[src/rtl/vehicle_detector_if.sv]
// Loop-detector side of the traffic-light controller: raw loop input and clear
// strobe in, conditioned vehicle request, arrival count and fault flag out.
interface vehicle_detector_if #(
    parameter int CNT_W = 8
);
    logic             LoopSense;
    logic             ClearCount;
    logic             VehiclePresent;
    logic [CNT_W-1:0] VehicleCount;
    logic             Fault;

    modport master (
        output LoopSense,
        output ClearCount,
        input  VehiclePresent,
        input  VehicleCount,
        input  Fault
    );

    modport slave (
        input  LoopSense,
        input  ClearCount,
        output VehiclePresent,
        output VehicleCount,
        output Fault
    );
endinterface

[src/rtl/vehicle_detector.sv]
// Synchronises, debounces and stretches the raw loop signal into VehiclePresent,
// counts qualified arrivals (saturating) and flags a loop stuck high.
module vehicle_detector #(
    parameter int DEBOUNCE_CYCLES = 4,
    parameter int HOLD_CYCLES     = 16,
    parameter int STUCK_CYCLES    = 1024,
    parameter int CNT_W           = 8
) (
    input  logic             clk,
    input  logic             rst,
    vehicle_detector_if.slave bus
);

    localparam int DEB_W  = (DEBOUNCE_CYCLES > 1) ? $clog2(DEBOUNCE_CYCLES) : 1;
    localparam int HOLD_W = (HOLD_CYCLES > 1)     ? $clog2(HOLD_CYCLES)     : 1;
    localparam int STK_W  = (STUCK_CYCLES > 1)    ? $clog2(STUCK_CYCLES)    : 1;

    localparam logic [DEB_W-1:0]  DEB_LAST  = DEB_W'(DEBOUNCE_CYCLES - 1);
    localparam logic [HOLD_W-1:0] HOLD_LAST = HOLD_W'(HOLD_CYCLES - 1);
    localparam logic [STK_W-1:0]  STK_LAST  = STK_W'(STUCK_CYCLES - 1);
    localparam logic [CNT_W-1:0]  CNT_MAX   = {CNT_W{1'b1}};

    localparam logic [2:0] ST_IDLE     = 3'd0;
    localparam logic [2:0] ST_QUALIFY  = 3'd1;
    localparam logic [2:0] ST_OCCUPIED = 3'd2;
    localparam logic [2:0] ST_HOLD     = 3'd3;
    localparam logic [2:0] ST_FAULT    = 3'd4;

    function automatic logic is_present(input logic [2:0] st);
        return (st == ST_OCCUPIED) || (st == ST_HOLD) || (st == ST_FAULT);
    endfunction

    function automatic logic is_fault(input logic [2:0] st);
        return (st == ST_FAULT);
    endfunction

    logic              sync1_q;
    logic              sync2_q;
    logic              sense_s;
    logic [2:0]        state_q,    state_d;
    logic [DEB_W-1:0]  deb_cnt_q,  deb_cnt_d;
    logic [HOLD_W-1:0] hold_cnt_q, hold_cnt_d;
    logic [STK_W-1:0]  stk_cnt_q,  stk_cnt_d;
    logic [CNT_W-1:0]  count_q,    count_d;
    logic              present_q;
    logic              fault_q;
    logic              arrival_s;

    assign sense_s = sync2_q;

    // Next-state and counter logic; every decision uses the synchronised sample only.
    always_comb begin
        state_d    = state_q;
        deb_cnt_d  = deb_cnt_q;
        hold_cnt_d = hold_cnt_q;
        stk_cnt_d  = stk_cnt_q;
        arrival_s  = 1'b0;
        case (state_q)
            ST_IDLE: begin
                if (sense_s) begin
                    if (DEBOUNCE_CYCLES == 1) begin
                        state_d   = ST_OCCUPIED;
                        stk_cnt_d = '0;
                        arrival_s = 1'b1;
                    end else begin
                        state_d   = ST_QUALIFY;
                        deb_cnt_d = DEB_W'(1);
                    end
                end else begin
                    deb_cnt_d = '0;
                end
            end
            ST_QUALIFY: begin
                if (!sense_s) begin
                    state_d   = ST_IDLE;
                    deb_cnt_d = '0;
                end else if ((deb_cnt_q == DEB_LAST) || (DEBOUNCE_CYCLES == 1)) begin
                    state_d   = ST_OCCUPIED;
                    deb_cnt_d = '0;
                    stk_cnt_d = '0;
                    arrival_s = 1'b1;
                end else begin
                    deb_cnt_d = deb_cnt_q + DEB_W'(1);
                end
            end
            ST_OCCUPIED: begin
                if (!sense_s) begin
                    state_d    = ST_HOLD;
                    hold_cnt_d = '0;
                    stk_cnt_d  = '0;
                end else if (stk_cnt_q == STK_LAST) begin
                    state_d   = ST_FAULT;
                    deb_cnt_d = '0;
                    stk_cnt_d = '0;
                end else begin
                    stk_cnt_d = stk_cnt_q + STK_W'(1);
                end
            end
            ST_HOLD: begin
                // Re-detection inside the hold window is the same vehicle: no new count.
                if (sense_s) begin
                    state_d    = ST_OCCUPIED;
                    stk_cnt_d  = '0;
                    hold_cnt_d = '0;
                end else if (hold_cnt_q == HOLD_LAST) begin
                    state_d    = ST_IDLE;
                    hold_cnt_d = '0;
                end else begin
                    hold_cnt_d = hold_cnt_q + HOLD_W'(1);
                end
            end
            ST_FAULT: begin
                if (sense_s) begin
                    deb_cnt_d = '0;
                end else if (deb_cnt_q == DEB_LAST) begin
                    state_d   = ST_IDLE;
                    deb_cnt_d = '0;
                end else begin
                    deb_cnt_d = deb_cnt_q + DEB_W'(1);
                end
            end
            default: begin
                state_d    = ST_IDLE;
                deb_cnt_d  = '0;
                hold_cnt_d = '0;
                stk_cnt_d  = '0;
            end
        endcase
    end

    // Arrival counter: clear takes priority, then a same-cycle arrival counts as one.
    always_comb begin
        count_d = count_q;
        if (bus.ClearCount) begin
            count_d = arrival_s ? CNT_W'(1) : '0;
        end else if (arrival_s && (count_q != CNT_MAX)) begin
            count_d = count_q + CNT_W'(1);
        end else begin
            count_d = count_q;
        end
    end

    // State, synchroniser, counters and registered outputs with synchronous active-low reset.
    always_ff @(posedge clk) begin
        if (!rst) begin
            sync1_q    <= 1'b0;
            sync2_q    <= 1'b0;
            state_q    <= ST_IDLE;
            deb_cnt_q  <= '0;
            hold_cnt_q <= '0;
            stk_cnt_q  <= '0;
            count_q    <= '0;
            present_q  <= 1'b0;
            fault_q    <= 1'b0;
        end else begin
            sync1_q    <= bus.LoopSense;
            sync2_q    <= sync1_q;
            state_q    <= state_d;
            deb_cnt_q  <= deb_cnt_d;
            hold_cnt_q <= hold_cnt_d;
            stk_cnt_q  <= stk_cnt_d;
            count_q    <= count_d;
            present_q  <= is_present(state_d);
            fault_q    <= is_fault(state_d);
        end
    end

    assign bus.VehiclePresent = present_q;
    assign bus.VehicleCount   = count_q;
    assign bus.Fault          = fault_q;

endmodule

[src/flat_wrapper.sv]
// flat-port wrapper written by rule: the top's interface ports become plain ports
module vehicle_detector_flat 
#(
    parameter int DEBOUNCE_CYCLES = 4,
    parameter int HOLD_CYCLES     = 16,
    parameter int STUCK_CYCLES    = 1024,
    parameter int CNT_W           = 8
)
  (clk, rst, bus_LoopSense, bus_ClearCount, bus_VehiclePresent, bus_VehicleCount, bus_Fault);
  vehicle_detector_if #(.CNT_W(CNT_W)) bus_i ();
  input  logic clk;
  input  logic rst;
  input wire logic [$bits(bus_i.LoopSense)-1:0] bus_LoopSense;
  input wire logic [$bits(bus_i.ClearCount)-1:0] bus_ClearCount;
  output wire logic [$bits(bus_i.VehiclePresent)-1:0] bus_VehiclePresent;
  output wire logic [$bits(bus_i.VehicleCount)-1:0] bus_VehicleCount;
  output wire logic [$bits(bus_i.Fault)-1:0] bus_Fault;
  assign bus_i.LoopSense = bus_LoopSense;
  assign bus_i.ClearCount = bus_ClearCount;
  assign bus_VehiclePresent = bus_i.VehiclePresent;
  assign bus_VehicleCount = bus_i.VehicleCount;
  assign bus_Fault = bus_i.Fault;
  vehicle_detector #(.DEBOUNCE_CYCLES(DEBOUNCE_CYCLES), .HOLD_CYCLES(HOLD_CYCLES), .STUCK_CYCLES(STUCK_CYCLES), .CNT_W(CNT_W)) u_core (.clk(clk), .rst(rst), .bus(bus_i));
endmodule
[config.mk]
export PLATFORM = sky130hd
export DESIGN_NAME = vehicle_detector_flat
export DESIGN_NICKNAME = d
export VERILOG_FILES = /design/src/rtl/vehicle_detector_if.sv /design/src/rtl/vehicle_detector.sv /design/src/flat_wrapper.sv
export SDC_FILE = /design/constraint.sdc
export NUM_CORES = 1
export LEC_CHECK = 0
export CELL_PAD_IN_SITES_DETAIL_PLACEMENT = 1
export CELL_PAD_IN_SITES_GLOBAL_PLACEMENT = 1
export CORE_MARGIN = 5
export CORE_UTILIZATION = 45
export CTS_BUF_LIST = sky130_fd_sc_hd__clkbuf_8
export DETAILED_ROUTE_END_ITERATION = 10
export PLACE_DENSITY_LB_ADDON = 0.1
export SKIP_LAST_GASP = 1
export SLEW_MARGIN = 20
export SYNTH_ARGS = -nofsm -noshare
export SYNTH_HDL_FRONTEND = slang
export SYNTH_SLANG_ARGS = --single-unit
[constraint.sdc]
create_clock -name clk -period 2.1 [get_ports clk]
set_input_delay 0.42 -clock clk [delete_from_list [all_inputs] [get_ports clk]]
set_output_delay 0.42 -clock clk [all_outputs]
set_load 0.01 [all_outputs]
# After elaboration in Yosys (flattened, before gate mapping)
# Cells that the tools add are included.
[op_classes]
bitwise = 3
n_eq_ne = 17
muxes = 33
addsub = 4
magnitude_cmp = 0
div = 0
shifts = 0
multipliers = 0
reduce_logical = 10
[op_table]
columns = ["cell", "n"]
rows = [
  ["$mux W10", 5],
  ["$pmux W10 S4", 1],
  ["$mux W3", 9],
  ["$mux W8", 2],
  ["$pmux W3 S5", 1],
  ["$eq A3 B2 Y1 const B", 4],
  ["$mux W4", 3],
  ["$pmux W4 S3", 1],
  ["$add A10 B1 Y10 const B", 1],
  ["$eq A10 B10 Y1 const B", 1],
  ["$mux W2", 5],
  ["$ne A2 B1 Y1 const B", 5],
  ["$pmux W2 S5", 1],
  ["$add A8 B1 Y8 const B", 1],
  ["$ne A8 B8 Y1 const B", 1],
  ["$eq A3 B3 Y1 const B", 2],
  ["$mux W1", 5],
  ["$add A4 B1 Y4 const B", 1],
  ["$eq A4 B4 Y1 const B", 1],
  ["$reduce_and A4 Y1", 1],
  ["$eq A3 B1 Y1 const B", 1],
  ["$logic_not A3 Y1", 1],
  ["$not A1 Y1", 3],
  ["$reduce_and A3 Y1", 1],
  ["9 further kinds", 10],
]
[word_totals]
register_bits = 31
ram_bits = 0
memories = 0
wordCells = 76
output_inout_bits = 10
romBits = 0
latch_bits = 0

# Logic depth before layout (Yosys ltp)
# Gate-level depths: netlist (run 1).
[logic_depth]
depth_word = 7
depth_mapped = 6
mapped_depth_nobuf = 5

# Least setup slack after synthesis (run 1)
# Ideal clock, no wire load.
[synth_path]
kind = "register -> register"
from = "register u_core.count_q[0] (netlist: u_core.bus.VehicleCount[0])"
to = "register u_core.count_q[3] (netlist: u_core.bus.VehicleCount[3])"
setup_slack_ps = 428
t_required_ps = 2030
t_arrival_ps = 1602
path_stages_with_launch = 6
setup_time_ps = 70
path_cell_list = "dfxtp_1 > ha_1 > and3_1 > a211o_4 > or3_1 > a21oi_1"
[synth_between]
elab_chain_cells = 3
word_cells_on_any_way = 6
classes_between = "1 x add/sub; 1 x eq/ne; 2 x mux; 2 x reduce/logical"
[synth_rtl]
columns = ["element", "line", "rtl"]
rows = [
  ["start, declared", "vehicle_detector.sv:44", "logic [CNT_W-1:0] count_q, count_d;"],
  ["start signal, assigned", "vehicle_detector.sv:162", "count_q <= count_d;"],
  ["$add A8 B1 Y8 / $ne A8 B8 Y1 (equally long branches)", "vehicle_detector.sv:137, vehicle_detector.sv:136", ""],
  ["$mux W8 / $logic_and A1 B1 Y1 (equally long branches)", "vehicle_detector.sv:136", "end else if (arrival_s && (count_q != CNT_MAX)) begin"],
  ["$mux W8 / $reduce_bool A2 Y1 (equally long branches)", "-", ""],
]
# Parallel ways exist; a longest one is shown, timed or not. The select of a mux whose other input is x is not followed.
# A chain may end at the register's enable or synchronous reset.

# Worst setup path in the final report (run 1)
[layout_path]
from = "register u_core.deb_cnt_q[0]"
to = "register u_core.stk_cnt_q[4]"
[layout_between]
elab_chain_cells = 3
[layout_rtl]
columns = ["element", "line", "rtl"]
rows = [
  ["start, declared", "vehicle_detector.sv:41", "logic [DEB_W-1:0] deb_cnt_q, deb_cnt_d;"],
  ["start signal, assigned", "vehicle_detector.sv:159", "deb_cnt_q <= deb_cnt_d;"],
  ["$eq A2 B2 Y1", "vehicle_detector.sv:77", "end else if ((deb_cnt_q == DEB_LAST) || (DEBOUNCE_CYCLES == 1)) begin"],
  ["$ne A2 B1 Y1 (no line)", "-", ""],
  ["$reduce_and A4 Y1 (no line)", "-", ""],
  ["end signal, assigned", "vehicle_detector.sv:161", "stk_cnt_q <= stk_cnt_d;"],
  ["end, declared", "vehicle_detector.sv:43", "logic [STK_W-1:0] stk_cnt_q, stk_cnt_d;"],
]
# Every way passes these cells.

==> flow_metrics.tcl, run 1 <==
set metrics [dict create \
    die_w_um 70.4 \
    layout-drive-gt1-share_pct 8.41 \
    worst_slew_pin_slew_ps 669 \
    period_share_pct 87.3 \
    r2r-start "u_core.deb_cnt_q[0]$_SDFFE_PN0P_" \
    end_kind "flip-flop" \
    syn_avg_cell_area_sq_um 8.46 \
    relSlewSlack_pct 55.2 \
    wl_per_cell_um 16.3 \
    grt_pass1_wl_mm 7.39 \
    yosys_register_bits 31 \
    clock_skew_ps 7.93 \
    reg2reg_depth 6 \
    ys_top_cells_by_area "dfxtp_1 (38%), a21oi_1 (4.3%), nor2_1 (3.4%)" \
    drtIter0Drc 88 \
    comb_power_share_pct 7.4 \
    seqPwrFrac_pct 54.0 \
    critPathBufInv 1 \
    setup_tns_ps 0 \
    synth_nets 202 \
    h-tree-depth 2 \
    power.switching_mw 0.271 \
    ant_nets 0 \
    finalSetupViolCount 0 \
    place_hpwl_mm 3.16 \
    grt_max_degree 20 \
    die_y_um 70.4 \
    status "finished, final reports clean" \
    cpPeakStageDelay_ps 500 \
    synth_top_cell_area_share_pct 37.8 \
    yosysTopAreaCell "dfxtp_1" \
    fin_nets 223 \
    post-cts-setup-buffers 0 \
    hp-start "u_core.sync1_q$_SDFF_PN0_" \
    crit_path_start "u_core.deb_cnt_q[0]$_SDFFE_PN0P_" \
    internal-power_mw 0.840 \
    drc 0 \
    netlist_area_sq_um 1640 \
    cts_tree "done" \
    globalplace.congestion 0.804 \
    arrival_ps 2040 \
    critPathMaxFanout 10 \
    hp-class "flip-flop to flip-flop" \
    start_kind "flip-flop" \
    rows 22 \
    ir_drop_mv 0.391 \
    cts_made_buffers 5 \
    critPathKind "flip-flop to flip-flop" \
    synth-async-reset-ratio_pct 0 \
    wl_mm 4.26 \
    rsz0062_at_grt "no" \
    reg2reg_to "u_core.stk_cnt_q[4]$_SDFFE_PN0P_" \
    worstSkewPairLatency_ps 280 \
    synth_edf_count 0 \
    final_hold_viol_count 0 \
    synth.distinct_cells 44 \
    area_delta_synth_final_pct 17.4 \
    synthCells 194 \
    final_period_minus_worst_setup_slack_ps 1830 \
    cp_slowest_cell "or4_1" \
    clkTransAtPathRegs_ps 60 \
    antenna_found_initial 0 \
    synth_warnings 0 \
    ctsResizeCount 0 \
    cp_top_family "simple AND/OR/NAND/NOR gates" \
    clkSinkCount 31 \
    cp.depth 6 \
    io_pins 14 \
    dieArea_sq_um 4950 \
    start_util_pct 45.5 \
    grt_overflow 0 \
    fmax_mhz 545 \
    ys.flop_type "dfxtp_1" \
    grt_pass1_vias 1618 \
    io_buffers 13 \
    antennaDiodeCount 0 \
    synth_common_cells "dfxtp_1 (31), nor2_1 (15), a21oi_1 (14), nand2_1 (14), o21ai_0 (10)" \
    crit_chain "ha_1 > or2_1 > a21oi_2 > buf_4 > or4_1 > a22oi_1" \
    leakage_nw 0.685 \
    ys_seq_area_share_pct 37.8 \
    first_pass_iters 4 \
    reg2reg_slack_ps 270 \
    maxCapViolCount 0 \
    final_cell_area_sq_um 1930 \
    yosysMostFrequentCell "dfxtp_1" \
    core_sq_um 3610 \
    slew_violations 0 \
    vias_per_cell 5.95 \
    clkPwrFrac_pct 38.6 \
    grtUsageTotal_pct 18.3 \
    vias 1560 \
    root_buffer "clkbuf_8" \
    switching_share_pct 24.4 \
    cts_max_path_buffers 2 \
    cts_hold_buf 0 \
    crit_end "u_core.stk_cnt_q[4]$_SDFFE_PN0P_" \
    dpl-instance-area_sq_um 1850 \
    power.density_nw_per_um2 577 \
    critical_path_required_ps 2300 \
]
## per-stage QoR
step	hold slack [ps]	instances	utilization, %	power, mW	setup slack (ps)
floorplan	412	194	-	0.664	428
global placement	416	256	51.4	0.690	272
detailed placement	442	256	51.4	0.695	179
CTS	456	262	53.4	1.12	263
global route	488	262	53.4	1.16	204
finish	450	262	53.4	1.11	267
## layout make-up
| type | instances | area [sq um] |
|---|---|---|
| clock buffer | 5 | 68.8 |
| clock inverter | 1 | 3.75 |
| fill | 434 | 1680 |
| inverter | 6 | 22.5 |
| multi-input combinational | 150 | 960 |
| sequential | 31 | 621 |
| tap | 48 | 60.1 |
| timing repair buffer | 21 | 190 |
## state kept, by name (all words and copies together), names as in the netlist
name                       cells
u_core.deb_cnt_q               2
u_core.bus.Fault               1
u_core.bus.VehiclePresent      1
u_core.stk_cnt_q              10
u_core.sense_s                 1
u_core.state_q                 3
u_core.sync1_q                 1
u_core.hold_cnt_q              4
u_core.bus.VehicleCount        8
## how the worst min path moves through the flow
stage	depth (start not counted)	end	slack [ps]
after floorplan	1	u_core.sense_s$_SDFF_PN0_	410
after global placement	1	u_core.sense_s$_SDFF_PN0_	420
after detailed placement	1	u_core.sense_s$_SDFF_PN0_	440
after CTS	1	u_core.sense_s$_SDFF_PN0_	460
after global routing	1	u_core.sense_s$_SDFF_PN0_	490
final	1	u_core.sense_s$_SDFF_PN0_	450
## logic make-up (layout without fill, tap and decap cells)
group / after synthesis / in the layout / synth area share (%)
multiplexers: 2 / 2 / 1.22
AO/OA/AOI/OAI: 59 / 59 / 24.3
XOR/XNOR: 1 / 1 / 0.534
AND/OR/NAND/NOR: 84 / 84 / 29.4
buffers and inverters: 13 / 33 / 3.66
flip-flops: 31 / 31 / 37.8
adder cells (fa/ha/maj): 4 / 4 / 3.05
## cell usage in the layout (no fill, tap or decap), types with 6 or more instances in the layout
master,netlist,layout
inv_1,5,6
nor2_1,15,15
buf_4,2,8
clkdlybuf4s50_1,0,13
or4_1,6,6
nand3_1,9,9
dfxtp_1,31,31
a211oi_1,6,6
o21ai_0,10,10
a21oi_1,14,14
nand2_1,14,14
a22oi_1,7,7
o31ai_1,6,6
## power groups by stage
stage               clock [mW]  combinational [mW]  sequential (mW)
global placement             0              0.0781            0.612
global route             0.473              0.0902            0.601
floorplan                    0              0.0519            0.612
finish                   0.429              0.0828            0.600
detailed placement           0              0.0823            0.613
CTS                      0.441              0.0822            0.600
## routing by layer
metal	vias to the layer above	global-route usage (%)	share of wire, %
met1	760	22.3	46
met5	-	0	0
met2	23	31.6	49
met3	6	4.75	3.2
met4	0	4.47	1.1
li1	771	-	-
(Power assumes the default switching activity.)
==> inputs of run 2 (changes only) <==
==> constraint.sdc (replaced) <==
create_clock -name clk -period 2.1 [get_ports clk]
set_input_delay 0.21 -clock clk [delete_from_list [all_inputs] [get_ports clk]]
set_output_delay 0.21 -clock clk [all_outputs]
set_load 0.01 [all_outputs]
==> flow_metrics.tcl, run 2 (synthesized netlist as in run 1, its figures left out) <==
set metrics [dict create \
    cts_max_path_buffers 2 \
    ir_drop_mv 0.387 \
    dieArea_sq_um 4950 \
    setup_ws_ps 232 \
    crit_path_start "u_core.deb_cnt_q[0]$_SDFFE_PN0P_" \
    cp_slowest_cell "or4_1" \
    die_y_um 70.4 \
    vias 1568 \
    final_hold_viol_count 0 \
    die_w_um 70.4 \
    ctsResizeCount 0 \
    h-tree-depth 2 \
    final_cell_mix "dfxtp_1 (31), nor2_1 (15), nand2_1 (14), a21oi_1 (14), clkdlybuf4s50_1 (13)" \
    power.switching_mw 0.314 \
    reg2reg_depth 6 \
    arrival_ps 2080 \
    root_buffer "clkbuf_8" \
    r2r-start "u_core.deb_cnt_q[0]$_SDFFE_PN0P_" \
    fin_nets 220 \
    maxCapViolCount 0 \
    hold-worst-slack_ps 452 \
    cts_made_buffers 5 \
    critical_path_required_ps 2310 \
    wl_mm 4.36 \
    comb_power_share_pct 6.5 \
    grt_pass1_wl_mm 7.58 \
    slew_violations 0 \
    core_sq_um 3610 \
    grt_overflow 0 \
    place_inst 253 \
    start_kind "flip-flop" \
    io_buffers 13 \
    end_kind "flip-flop" \
    worst_slew_pin_slew_ps 692 \
    grt_pass1_vias 1586 \
    pre_cts_ws_ps 244 \
    internal-power_mw 0.852 \
    place_hpwl_mm 3.14 \
    clock_skew_ps 3.02 \
    cts_tree "done" \
    clkPwrFrac_pct 41.7 \
    fmax_mhz 535 \
    relSlewSlack_pct 53.7 \
    finalSetupViolCount 0 \
    drc 0 \
    layout_commonest_cell "dfxtp_1" \
    antenna_found_initial 0 \
    layout-drive-gt1-share_pct 8.45 \
    reg2reg_slack_ps 230 \
    seqPwrFrac_pct 51.8 \
    final_period_minus_worst_setup_slack_ps 1870 \
    worstHoldPathCells 1 \
    leakage_nw 0.669 \
    rsz0062_at_grt "no" \
    grtUsageTotal_pct 19.1 \
    vias_per_cell 6.01 \
    power_mw 1.17 \
    critPathKind "flip-flop to flip-flop" \
    first_pass_iters 4 \
    cts_hold_buf 0 \
    critPathMaxFanout 16 \
    cpPeakStageDelay_ps 510 \
    io_pins 14 \
    grt_max_degree 17 \
    switching_share_pct 26.9 \
    wl_per_cell_um 16.7 \
    post_layout_nonfiller_instances 261 \
    nFillCells 442 \
    largest_reg_flops 10 \
    globalplace.congestion 0.820 \
    area_delta_synth_final_pct 17.0 \
    hp-class "flip-flop to flip-flop" \
    rows 22 \
    status "finished, final reports clean" \
    power.density_nw_per_um2 607 \
    worstSkewPairLatency_ps 290 \
    start_util_pct 45.5 \
    period_share_pct 89.0 \
    regMostFlops "u_core.stk_cnt_q" \
    drtIter0Drc 57 \
    antennaDiodeCount 0 \
    clkTransAtPathRegs_ps 70 \
    post-cts-setup-buffers 0 \
    setup_tns_ps 0 \
    reg2reg_to "u_core.stk_cnt_q[6]$_SDFFE_PN0P_" \
    crit_chain "ha_1 > or2_1 > a21oi_2 > buf_4 > or4_1 > a22oi_1" \
    clkSinkCount 31 \
    crit_end "u_core.stk_cnt_q[6]$_SDFFE_PN0P_" \
    ant_nets 0 \
]
## run 2: cell types whose count changed in the layout (fill, tap and decap cells not counted)
cell | previous run | this run
buf_4 | 8 | 5
clkinvlp_4 | 0 | 2
clkinv_2 | 0 | 1
inv_1 | 6 | 5
## run 2: metrics by stage
| step | utilization [%] | cell area (sq um) |
|---|---|---|
| 2_1_floorplan | - | 1640 |
| 3_3_place_gp | 50.8 | 1830 |
| 3_5_place_dp | 50.8 | 1830 |
| 4_1_cts | 53.2 | 1920 |
| 5_1_grt | 53.2 | 1920 |
| 6_report | 53.2 | 1920 |
## run 2: power groups by stage
stage	clock, mW	sequential (mW)	combinational, mW
finish	0.486	0.604	0.0753
global route	0.525	0.605	0.0826
CTS	0.505	0.603	0.0744
detailed placement	0	0.617	0.0740
global placement	0	0.616	0.0701
floorplan	0	0.612	0.0519
## run 2: worst max-delay path: cells and delay by family, from the launching register on
family,cells,cell delay (ps)
flops,1,360
compound gates,2,230
buf+inv,1,190
simple gates,2,670
fa+ha+maj,1,320
## run 2: worst min-delay path by stage
stage | start | endpoint | slack (ps)
floorplan | rst | u_core.bus.VehicleCount[0]$_SDFFE_PN0P_ | 330
global placement | u_core.sync1_q$_SDFF_PN0_ | u_core.sense_s$_SDFF_PN0_ | 420
detailed placement | u_core.sync1_q$_SDFF_PN0_ | u_core.sense_s$_SDFF_PN0_ | 430
CTS | u_core.sync1_q$_SDFF_PN0_ | u_core.sense_s$_SDFF_PN0_ | 440
global route | u_core.sync1_q$_SDFF_PN0_ | u_core.sense_s$_SDFF_PN0_ | 460
finish | u_core.sync1_q$_SDFF_PN0_ | u_core.sense_s$_SDFF_PN0_ | 450
## run 2: final cells by class
class | instances | area [sq um] | area share [%]
Clock buffer | 5 | 68.8 | 3.59
Sequential cell | 31 | 621 | 32.3
Timing Repair Buffer | 18 | 168 | 8.74
Clock inverter | 3 | 20.0 | 1.04
Inverter | 6 | 22.5 | 1.17
Multi-Input combinational cell | 150 | 960 | 50.0
Tap cell | 48 | 60.1 | 3.13
## run 2: metal layers
metal  routed length [um]  track usage [%]  vias up
met4                   91             8.94        0
met3                  151             4.60        8
met1                 2080             24.6      766
li1                     -                -      767
met2                 2040             29.9       27
met5                    0                0        -
